## config.mk

```make
export PLATFORM = sky130hd
export DESIGN_NAME = multicycle_control
export DESIGN_NICKNAME = d
export VERILOG_FILES = /design/src/rtl/cpu_pkg.sv /design/src/rtl/retire_counter.sv /design/src/rtl/multicycle_control.sv
export SDC_FILE = /design/constraint.sdc
export NUM_CORES = 1
export LEC_CHECK = 0
export CAP_MARGIN = 20
export CORE_ASPECT_RATIO = 1.2
export CORE_UTILIZATION = 40
export CTS_CLUSTER_DIAMETER = 120
export DETAILED_ROUTE_END_ITERATION = 6
export PLACE_DENSITY_LB_ADDON = 0.25
export SKIP_LAST_GASP = 1
export SLEW_MARGIN = 25
export SYNTH_ARGS = -nofsm -noshare
export SYNTH_HDL_FRONTEND = slang
export SYNTH_SLANG_ARGS = --single-unit
```

## constraint.sdc

```tcl
create_clock -name clk -period 2.3 [get_ports clk]
set_clock_uncertainty 0.15 [all_clocks]
set_input_delay 0.345 -clock clk [delete_from_list [all_inputs] [get_ports clk]]
set_output_delay 0.345 -clock clk [all_outputs]
set_load 0.03 [all_outputs]
```

## src/rtl/cpu_pkg.sv

```systemverilog
// Shared encodings for the multi-cycle control unit: opcodes, datapath mux
// selects, FSM states and the per-state control word decoded from the state.
package cpu_pkg;

  localparam logic [5:0] OP_RTYPE = 6'h00;
  localparam logic [5:0] OP_J     = 6'h02;
  localparam logic [5:0] OP_BEQ   = 6'h04;
  localparam logic [5:0] OP_ADDI  = 6'h08;
  localparam logic [5:0] OP_ADDIU = 6'h09;
  localparam logic [5:0] OP_LW    = 6'h23;
  localparam logic [5:0] OP_SW    = 6'h2B;
  localparam logic [5:0] OP_HLT   = 6'h3F;

  localparam logic [1:0] ALUOP_ADD   = 2'b00;
  localparam logic [1:0] ALUOP_SUB   = 2'b01;
  localparam logic [1:0] ALUOP_FUNCT = 2'b10;

  localparam logic [1:0] SRCB_RT     = 2'b00;
  localparam logic [1:0] SRCB_FOUR   = 2'b01;
  localparam logic [1:0] SRCB_IMM    = 2'b10;
  localparam logic [1:0] SRCB_IMM_SH = 2'b11;

  localparam logic [1:0] PCSRC_ALU    = 2'b00;
  localparam logic [1:0] PCSRC_ALUOUT = 2'b01;
  localparam logic [1:0] PCSRC_JUMP   = 2'b10;

  typedef enum logic [3:0] {
    S_IDLE, S_FETCH, S_DECODE, S_EXEC_R, S_WB_R, S_EXEC_I, S_WB_I, S_BRANCH,
    S_JUMP, S_MEM_ADDR, S_MEM_RD, S_WB_MEM, S_MEM_WR, S_HALT, S_ILLEGAL
  } state_e;

  // fetch marks FETCH so the top can gate ir_write/pc_write with mem_ready.
  typedef struct packed {
    logic       pc_write;
    logic       fetch;
    logic       pc_write_cond;
    logic       iord;
    logic       mem_read;
    logic       mem_write;
    logic       mem_to_reg;
    logic       reg_dst;
    logic       reg_write;
    logic       alu_src_a;
    logic [1:0] alu_src_b;
    logic [1:0] alu_op;
    logic [1:0] pc_source;
    logic       halted;
    logic       illegal;
  } ctrl_t;

  function automatic ctrl_t state_ctrl(input state_e s);
    ctrl_t c;
    c = '0;
    case (s)
      S_FETCH: begin
        c.fetch     = 1'b1;
        c.mem_read  = 1'b1;
        c.alu_src_b = SRCB_FOUR;
        c.alu_op    = ALUOP_ADD;
        c.pc_source = PCSRC_ALU;
      end
      S_DECODE: begin
        c.alu_src_b = SRCB_IMM_SH;
        c.alu_op    = ALUOP_ADD;
      end
      S_EXEC_R: begin
        c.alu_src_a = 1'b1;
        c.alu_src_b = SRCB_RT;
        c.alu_op    = ALUOP_FUNCT;
      end
      S_WB_R: begin
        c.reg_dst   = 1'b1;
        c.reg_write = 1'b1;
      end
      S_EXEC_I, S_MEM_ADDR: begin
        c.alu_src_a = 1'b1;
        c.alu_src_b = SRCB_IMM;
        c.alu_op    = ALUOP_ADD;
      end
      S_WB_I: c.reg_write = 1'b1;
      S_BRANCH: begin
        c.alu_src_a     = 1'b1;
        c.alu_src_b     = SRCB_RT;
        c.alu_op        = ALUOP_SUB;
        c.pc_write_cond = 1'b1;
        c.pc_source     = PCSRC_ALUOUT;
      end
      S_JUMP: begin
        c.pc_write  = 1'b1;
        c.pc_source = PCSRC_JUMP;
      end
      S_MEM_RD: begin
        c.mem_read = 1'b1;
        c.iord     = 1'b1;
      end
      S_WB_MEM: begin
        c.mem_to_reg = 1'b1;
        c.reg_write  = 1'b1;
      end
      S_MEM_WR: begin
        c.mem_write = 1'b1;
        c.iord      = 1'b1;
      end
      S_HALT:    c.halted  = 1'b1;
      S_ILLEGAL: c.illegal = 1'b1;
      default:   c = '0;
    endcase
    return c;
  endfunction

endpackage

```

## src/rtl/retire_counter.sv

```systemverilog
// Retired-instruction counter: wraps modulo 2^CNT_W, cleared by rst_n.
module retire_counter #(
  parameter int CNT_W = 32
) (
  input  logic             clk,
  input  logic             rst_n,
  input  logic             inc,
  output logic [CNT_W-1:0] count
);

  logic [CNT_W-1:0] count_q, count_d;

  always_comb begin
    if (inc) count_d = count_q + CNT_W'(1);
    else     count_d = count_q;
  end

  always_ff @(posedge clk or negedge rst_n) begin
    if (!rst_n) count_q <= '0;
    else        count_q <= count_d;
  end

  assign count = count_q;

endmodule

```

## src/rtl/multicycle_control.sv

```systemverilog
// Multi-cycle Moore control unit: sequences fetch/decode/execute/memory/writeback,
// waits on mem_ready in memory states, traps on halt/illegal, counts retirements.
module multicycle_control
  import cpu_pkg::*;
#(
  parameter int OPCODE_W     = 6,
  parameter int CNT_W        = 32,
  parameter bit TRAP_ILLEGAL = 1'b1
) (
  input  logic                clk,
  input  logic                rst_n,
  input  logic [OPCODE_W-1:0] opcode,
  input  logic                mem_ready,
  output logic                pc_write,
  output logic                pc_write_cond,
  output logic                iord,
  output logic                mem_read,
  output logic                mem_write,
  output logic                ir_write,
  output logic                mem_to_reg,
  output logic                reg_dst,
  output logic                reg_write,
  output logic                alu_src_a,
  output logic [1:0]          alu_src_b,
  output logic [1:0]          alu_op,
  output logic [1:0]          pc_source,
  output logic                halted,
  output logic                illegal,
  output logic [CNT_W-1:0]    retired
);

  state_e state_q, state_d;
  ctrl_t  ctrl_q;
  logic   retire_d;

  // retire_d flags the edge that leaves the last state of an instruction.
  always_comb begin
    state_d  = state_q;
    retire_d = 1'b0;
    case (state_q)
      S_IDLE: state_d = S_FETCH;
      S_FETCH: begin
        if (mem_ready) state_d = S_DECODE;
        else           state_d = S_FETCH;
      end
      S_DECODE: begin
        case (opcode)
          OPCODE_W'(OP_RTYPE):                     state_d = S_EXEC_R;
          OPCODE_W'(OP_ADDI), OPCODE_W'(OP_ADDIU): state_d = S_EXEC_I;
          OPCODE_W'(OP_BEQ):                       state_d = S_BRANCH;
          OPCODE_W'(OP_J):                         state_d = S_JUMP;
          OPCODE_W'(OP_LW), OPCODE_W'(OP_SW):      state_d = S_MEM_ADDR;
          OPCODE_W'(OP_HLT):                       state_d = S_HALT;
          default: begin
            if (TRAP_ILLEGAL) begin
              state_d = S_ILLEGAL;
            end else begin
              state_d  = S_FETCH;
              retire_d = 1'b1;
            end
          end
        endcase
      end
      S_EXEC_R: state_d = S_WB_R;
      S_EXEC_I: state_d = S_WB_I;
      S_WB_R, S_WB_I, S_BRANCH, S_JUMP, S_WB_MEM: begin
        state_d  = S_FETCH;
        retire_d = 1'b1;
      end
      S_MEM_ADDR: begin
        if (opcode == OPCODE_W'(OP_SW)) state_d = S_MEM_WR;
        else                            state_d = S_MEM_RD;
      end
      S_MEM_RD: begin
        if (mem_ready) state_d = S_WB_MEM;
        else           state_d = S_MEM_RD;
      end
      S_MEM_WR: begin
        if (mem_ready) begin
          state_d  = S_FETCH;
          retire_d = 1'b1;
        end else begin
          state_d = S_MEM_WR;
        end
      end
      S_HALT:    state_d = S_HALT;
      S_ILLEGAL: state_d = S_ILLEGAL;
      default:   state_d = S_IDLE;
    endcase
  end

  // Control word is registered alongside the state so it tracks state_q exactly.
  always_ff @(posedge clk or negedge rst_n) begin
    if (!rst_n) begin
      state_q <= S_IDLE;
      ctrl_q  <= '0;
    end else begin
      state_q <= state_d;
      ctrl_q  <= state_ctrl(state_d);
    end
  end

  retire_counter #(.CNT_W(CNT_W)) u_retire_counter (
    .clk   (clk),
    .rst_n (rst_n),
    .inc   (retire_d),
    .count (retired)
  );

  assign pc_write      = ctrl_q.pc_write | (ctrl_q.fetch & mem_ready);
  assign ir_write      = ctrl_q.fetch & mem_ready;
  assign pc_write_cond = ctrl_q.pc_write_cond;
  assign iord          = ctrl_q.iord;
  assign mem_read      = ctrl_q.mem_read;
  assign mem_write     = ctrl_q.mem_write;
  assign mem_to_reg    = ctrl_q.mem_to_reg;
  assign reg_dst       = ctrl_q.reg_dst;
  assign reg_write     = ctrl_q.reg_write;
  assign alu_src_a     = ctrl_q.alu_src_a;
  assign alu_src_b     = ctrl_q.alu_src_b;
  assign alu_op        = ctrl_q.alu_op;
  assign pc_source     = ctrl_q.pc_source;
  assign halted        = ctrl_q.halted;
  assign illegal       = ctrl_q.illegal;

endmodule

```

==> run summary <==
RUN STATUS
----------------------------------------------------------------------------------------
Result of the run ......................................................... complete, no violations

SETUP PATH
----------------------------------------------------------------------------------------
Worst Path Required .......................................................      2370 ps
Beginning of the worst register-to-register path ..........................   state_q[0]
Timing startpoint of the critical path ....................................    opcode[2]
Startpoint type of the worst setup path ................................... primary input
Largest driver fanout on the critical path ................................           10
Critical path data arrival time ...........................................      2290 ps
Path type of the worst setup path .........................................    in -> reg
Capturing element type of the critical path ...............................     register

PLACED DESIGN
----------------------------------------------------------------------------------------
Gpl congestion ............................................................        0.837
Number of buffers added on ports ..........................................           58
Total half-perimeter wirelength after legalization and detailed placement .      3730 um
Total placed cells including tap cells ....................................          397
Post-Place Setup Slack ....................................................      -243 ps

SYNTHESIS
----------------------------------------------------------------------------------------
Average footprint of a synthesized cell ...................................    10.2 um^2
Post-Synthesis Net Count ..................................................          256
Fraction of synthesis flops using an asynchronous set or reset pin ........         100%
Synth warn ................................................................            0
Largest area contributor in the synthesized netlist ....................... sky130_fd_sc_hd__dfrtp_1
Number of flops mapped to enable cells by yosys ...........................            0
Top area cells in the synthesized netlist ................................. sky130_fd_sc_hd__dfrtp_1 (53%), sky130_fd_sc_hd__xnor2_1 (8.0%), sky130_fd_sc_hd__nand3_1 (4.6%)
Post-synthesis cell area ..................................................    2510 um^2
Most frequent cells after synthesis ....................................... sky130_fd_sc_hd__dfrtp_1 (53), sky130_fd_sc_hd__nand3_1 (23), sky130_fd_sc_hd__xnor2_1 (23), sky130_fd_sc_hd__nor2_1 (22), sky130_fd_sc_hd__nand2_1 (17)
Cell with the most instances after synthesis .............................. sky130_fd_sc_hd__dfrtp_1
Sequential share of the synthesized area ..................................        52.7%
Dominant synthesized flop cell ............................................ sky130_fd_sc_hd__dfrtp_1
Seq cells post-synth ......................................................           53
Unique cell type count in the Yosys netlist ...............................           43
Yosys top cell area share .................................................        52.7%
Post-synthesis instance total .............................................          246

STA
----------------------------------------------------------------------------------------
Max Slew Vio Count ........................................................            0
Pin slew with the least headroom to its limit .............................       401 ps
Final critical delay including setup and external delays ..................      2210 ps
F_max .....................................................................      452 MHz
Number of hold-slack violations in the final timing report ................            0
Worst Setup Slack, final ..................................................      88.9 ps
Total Neg Setup Slack .....................................................         0 ps
Setup repair after global routing missed its margin .......................           no
Headroom to the max-slew limit ............................................        73.2%
Setup violators final .....................................................            0
Worst hold slack ..........................................................       338 ps
Part of the cycle the worst path needs ....................................        96.1%

CLOCK TREE
----------------------------------------------------------------------------------------
Clock tree from TritonCTS .................................................        built
Buffer type at the clock tree root ........................................ sky130_fd_sc_hd__clkbuf_8
Clock Latency Late Sink ...................................................       300 ps
Clk slew on worst S/H paths ...............................................        90 ps
CTS HTree Levels ..........................................................            2
Inserted Clock Buffers ....................................................            5
Number of sinks driven by the clock tree ..................................           53
Post-CTS setup-driven buffer insertion count ..............................            0
Max Root-Sink Buffers .....................................................            2

DETAILED ROUTING
----------------------------------------------------------------------------------------
Via total after detailed routing ..........................................        1,992
Total Wirelength ..........................................................      5040 um
Antenna-violating nets left ...............................................            0
DR pass1 iterations .......................................................            4
Detail-routed net length per standard cell ................................      12.5 um
Number of DRC violations after detailed routing ...........................            0
Detailed router's first-iteration violation count .........................          111
Via-per-instance ratio ....................................................         4.93

PWR
----------------------------------------------------------------------------------------
Power per standard cell area .............................................. 1040 nW/um^2
LEAKAGE ...................................................................      1.54 nW
Overall power after layout ................................................      3.52 mW
Worst ir drop on vdd ......................................................     0.723 mV

GRT
----------------------------------------------------------------------------------------
Maximum number of pins on one net before global-route repair ..............           54
Vias in the first global route ............................................        1,871
Wire length of the first global-routing pass ..............................      8290 um
Number of antenna violations at the first check in global routing .........            0
Overflow left after global routing ........................................            0
Global routing usage summed across all routing layers .....................        16.3%

DIE
----------------------------------------------------------------------------------------
I/O pin cnt ...............................................................           59
Core region area ..........................................................    6050 um^2
Initial standard-cell utilization of the core .............................        41.6%
Overall die area ..........................................................    6610 um^2
Chip height ...............................................................      88.9 um
Horizontal die dimension ..................................................      74.4 um
Row count .................................................................           31

FINAL LAYOUT
----------------------------------------------------------------------------------------
Share of layout cells above drive strength 1 ..............................        13.0%
Max FFs per register ......................................................           32
Area delta synth->final ...................................................        34.8%
Filler-free cell count of the finished design .............................          404
Diode insertion count for antenna repair ..................................            0
Total number of nets in the final design ..................................          333

MIN PATH
----------------------------------------------------------------------------------------
Worst min-delay path startpoint ........................................... u_retire_counter.count[31]
Worst min-delay path category .............................................   reg -> reg

JOB
----------------------------------------------------------------------------------------
Max-cap check violation count .............................................            0

## cell usage in the layout, fill, tap and decap left out, types with 2 or more instances in the layout
| master | n |
|---|---|
| sky130_fd_sc_hd__nor3_1 | 8 |
| sky130_fd_sc_hd__o21ai_0 | 5 |
| sky130_fd_sc_hd__o211ai_1 | 2 |
| sky130_fd_sc_hd__dfrtp_1 | 53 |
| sky130_fd_sc_hd__and4_1 | 2 |
| sky130_fd_sc_hd__inv_1 | 6 |
| sky130_fd_sc_hd__or3_1 | 2 |
| sky130_fd_sc_hd__xor2_1 | 10 |
| sky130_fd_sc_hd__nor2b_1 | 4 |
| sky130_fd_sc_hd__or2_2 | 2 |
| sky130_fd_sc_hd__o31ai_1 | 3 |
| sky130_fd_sc_hd__nand4_1 | 4 |
| sky130_fd_sc_hd__or2_1 | 3 |
| sky130_fd_sc_hd__nor2_1 | 22 |
| sky130_fd_sc_hd__mux2i_1 | 2 |
| sky130_fd_sc_hd__a21oi_1 | 4 |
| sky130_fd_sc_hd__clkdlybuf4s50_1 | 55 |
| sky130_fd_sc_hd__xnor2_1 | 23 |
| sky130_fd_sc_hd__nand3_1 | 23 |
| sky130_fd_sc_hd__buf_4 | 24 |
| sky130_fd_sc_hd__clkbuf_8 | 5 |
| sky130_fd_sc_hd__o21ai_1 | 2 |
| sky130_fd_sc_hd__and3_1 | 14 |
| sky130_fd_sc_hd__nand2_1 | 17 |
| sky130_fd_sc_hd__nor3b_1 | 2 |
| sky130_fd_sc_hd__nand2b_1 | 4 |
## cell type report
cell class,instances,area (um^2)
sequential,53,1330
fill,565,2660
clock inverter,1,5.00
timing repair buffer,83,774
inverter,7,26.3
clock buffer,5,68.8
tap,82,103
multi-input combinational,173,1090
## timing repair
item,CTS,global route
endpoints found under the hold margin,53,0
gates resized for setup,1,2
setup endpoints to repair,1,4
hold buffers,1,0
## power by group
group          internal [mW]  total [mW]  switching (mW)
clock                  0.201       0.479           0.278
combinational          0.789        1.76           0.967
sequential              1.12        1.29           0.170
total                   2.11        3.52            1.41
## layer usage
metal  share of wire [%]  track usage (%)  vias to the layer above  routed length [um]
met1                  45             20.3                      956                2280
li1                    -                -                      986                   -
met2                  50             27.4                       48                2540
met4                0.46             5.49                        0                  23
met5                   0                0                        -                   0
met3                 3.8             3.87                        2                 191
## through the flow
step / instance area (um^2) / util, %
5_1_grt: 3390 / 56.0
3_3_place_gp: 3300 / 54.5
2_1_floorplan: 2510 / -
4_1_cts: 3380 / 55.9
3_5_place_dp: 3300 / 54.5
6_report: 3390 / 56.0
## worst paths after layout
path / end / slack (ps) / cells past startpoint
setup / recovery: alu_src_a / 90 / 6
hold / removal: u_retire_counter.count[31] / 340 / 1
setup reg to reg: u_retire_counter.count[28] / 200 / 7
hold reg to reg: u_retire_counter.count[31] / 340 / 1
max in group asynchronous: state_q[1] / 1350 / 3
min in group asynchronous: u_retire_counter.count[5] / 410 / 3
## cells by family after synthesis
group                    after synthesis  share of synthesized area [%]
flip-flops                            53                           52.7
multiplexers                           3                           1.24
AO/OA/AOI/OAI                         23                           6.27
XOR/XNOR                              33                           11.5
AND/OR/NAND/NOR                      113                           23.4
buffers and inverters                 20                           4.33
adder cells (fa/ha/maj)                1                          0.497
## critical path: stages
cell and delay, ps:
sky130_fd_sc_hd__clkdlybuf4s50_1 440, sky130_fd_sc_hd__or3_1 390, sky130_fd_sc_hd__o2111a_1 230, sky130_fd_sc_hd__a221o_2 370
sky130_fd_sc_hd__or3b_1 370, sky130_fd_sc_hd__a21oi_1 140
Power figures use the tool's default switching activity.
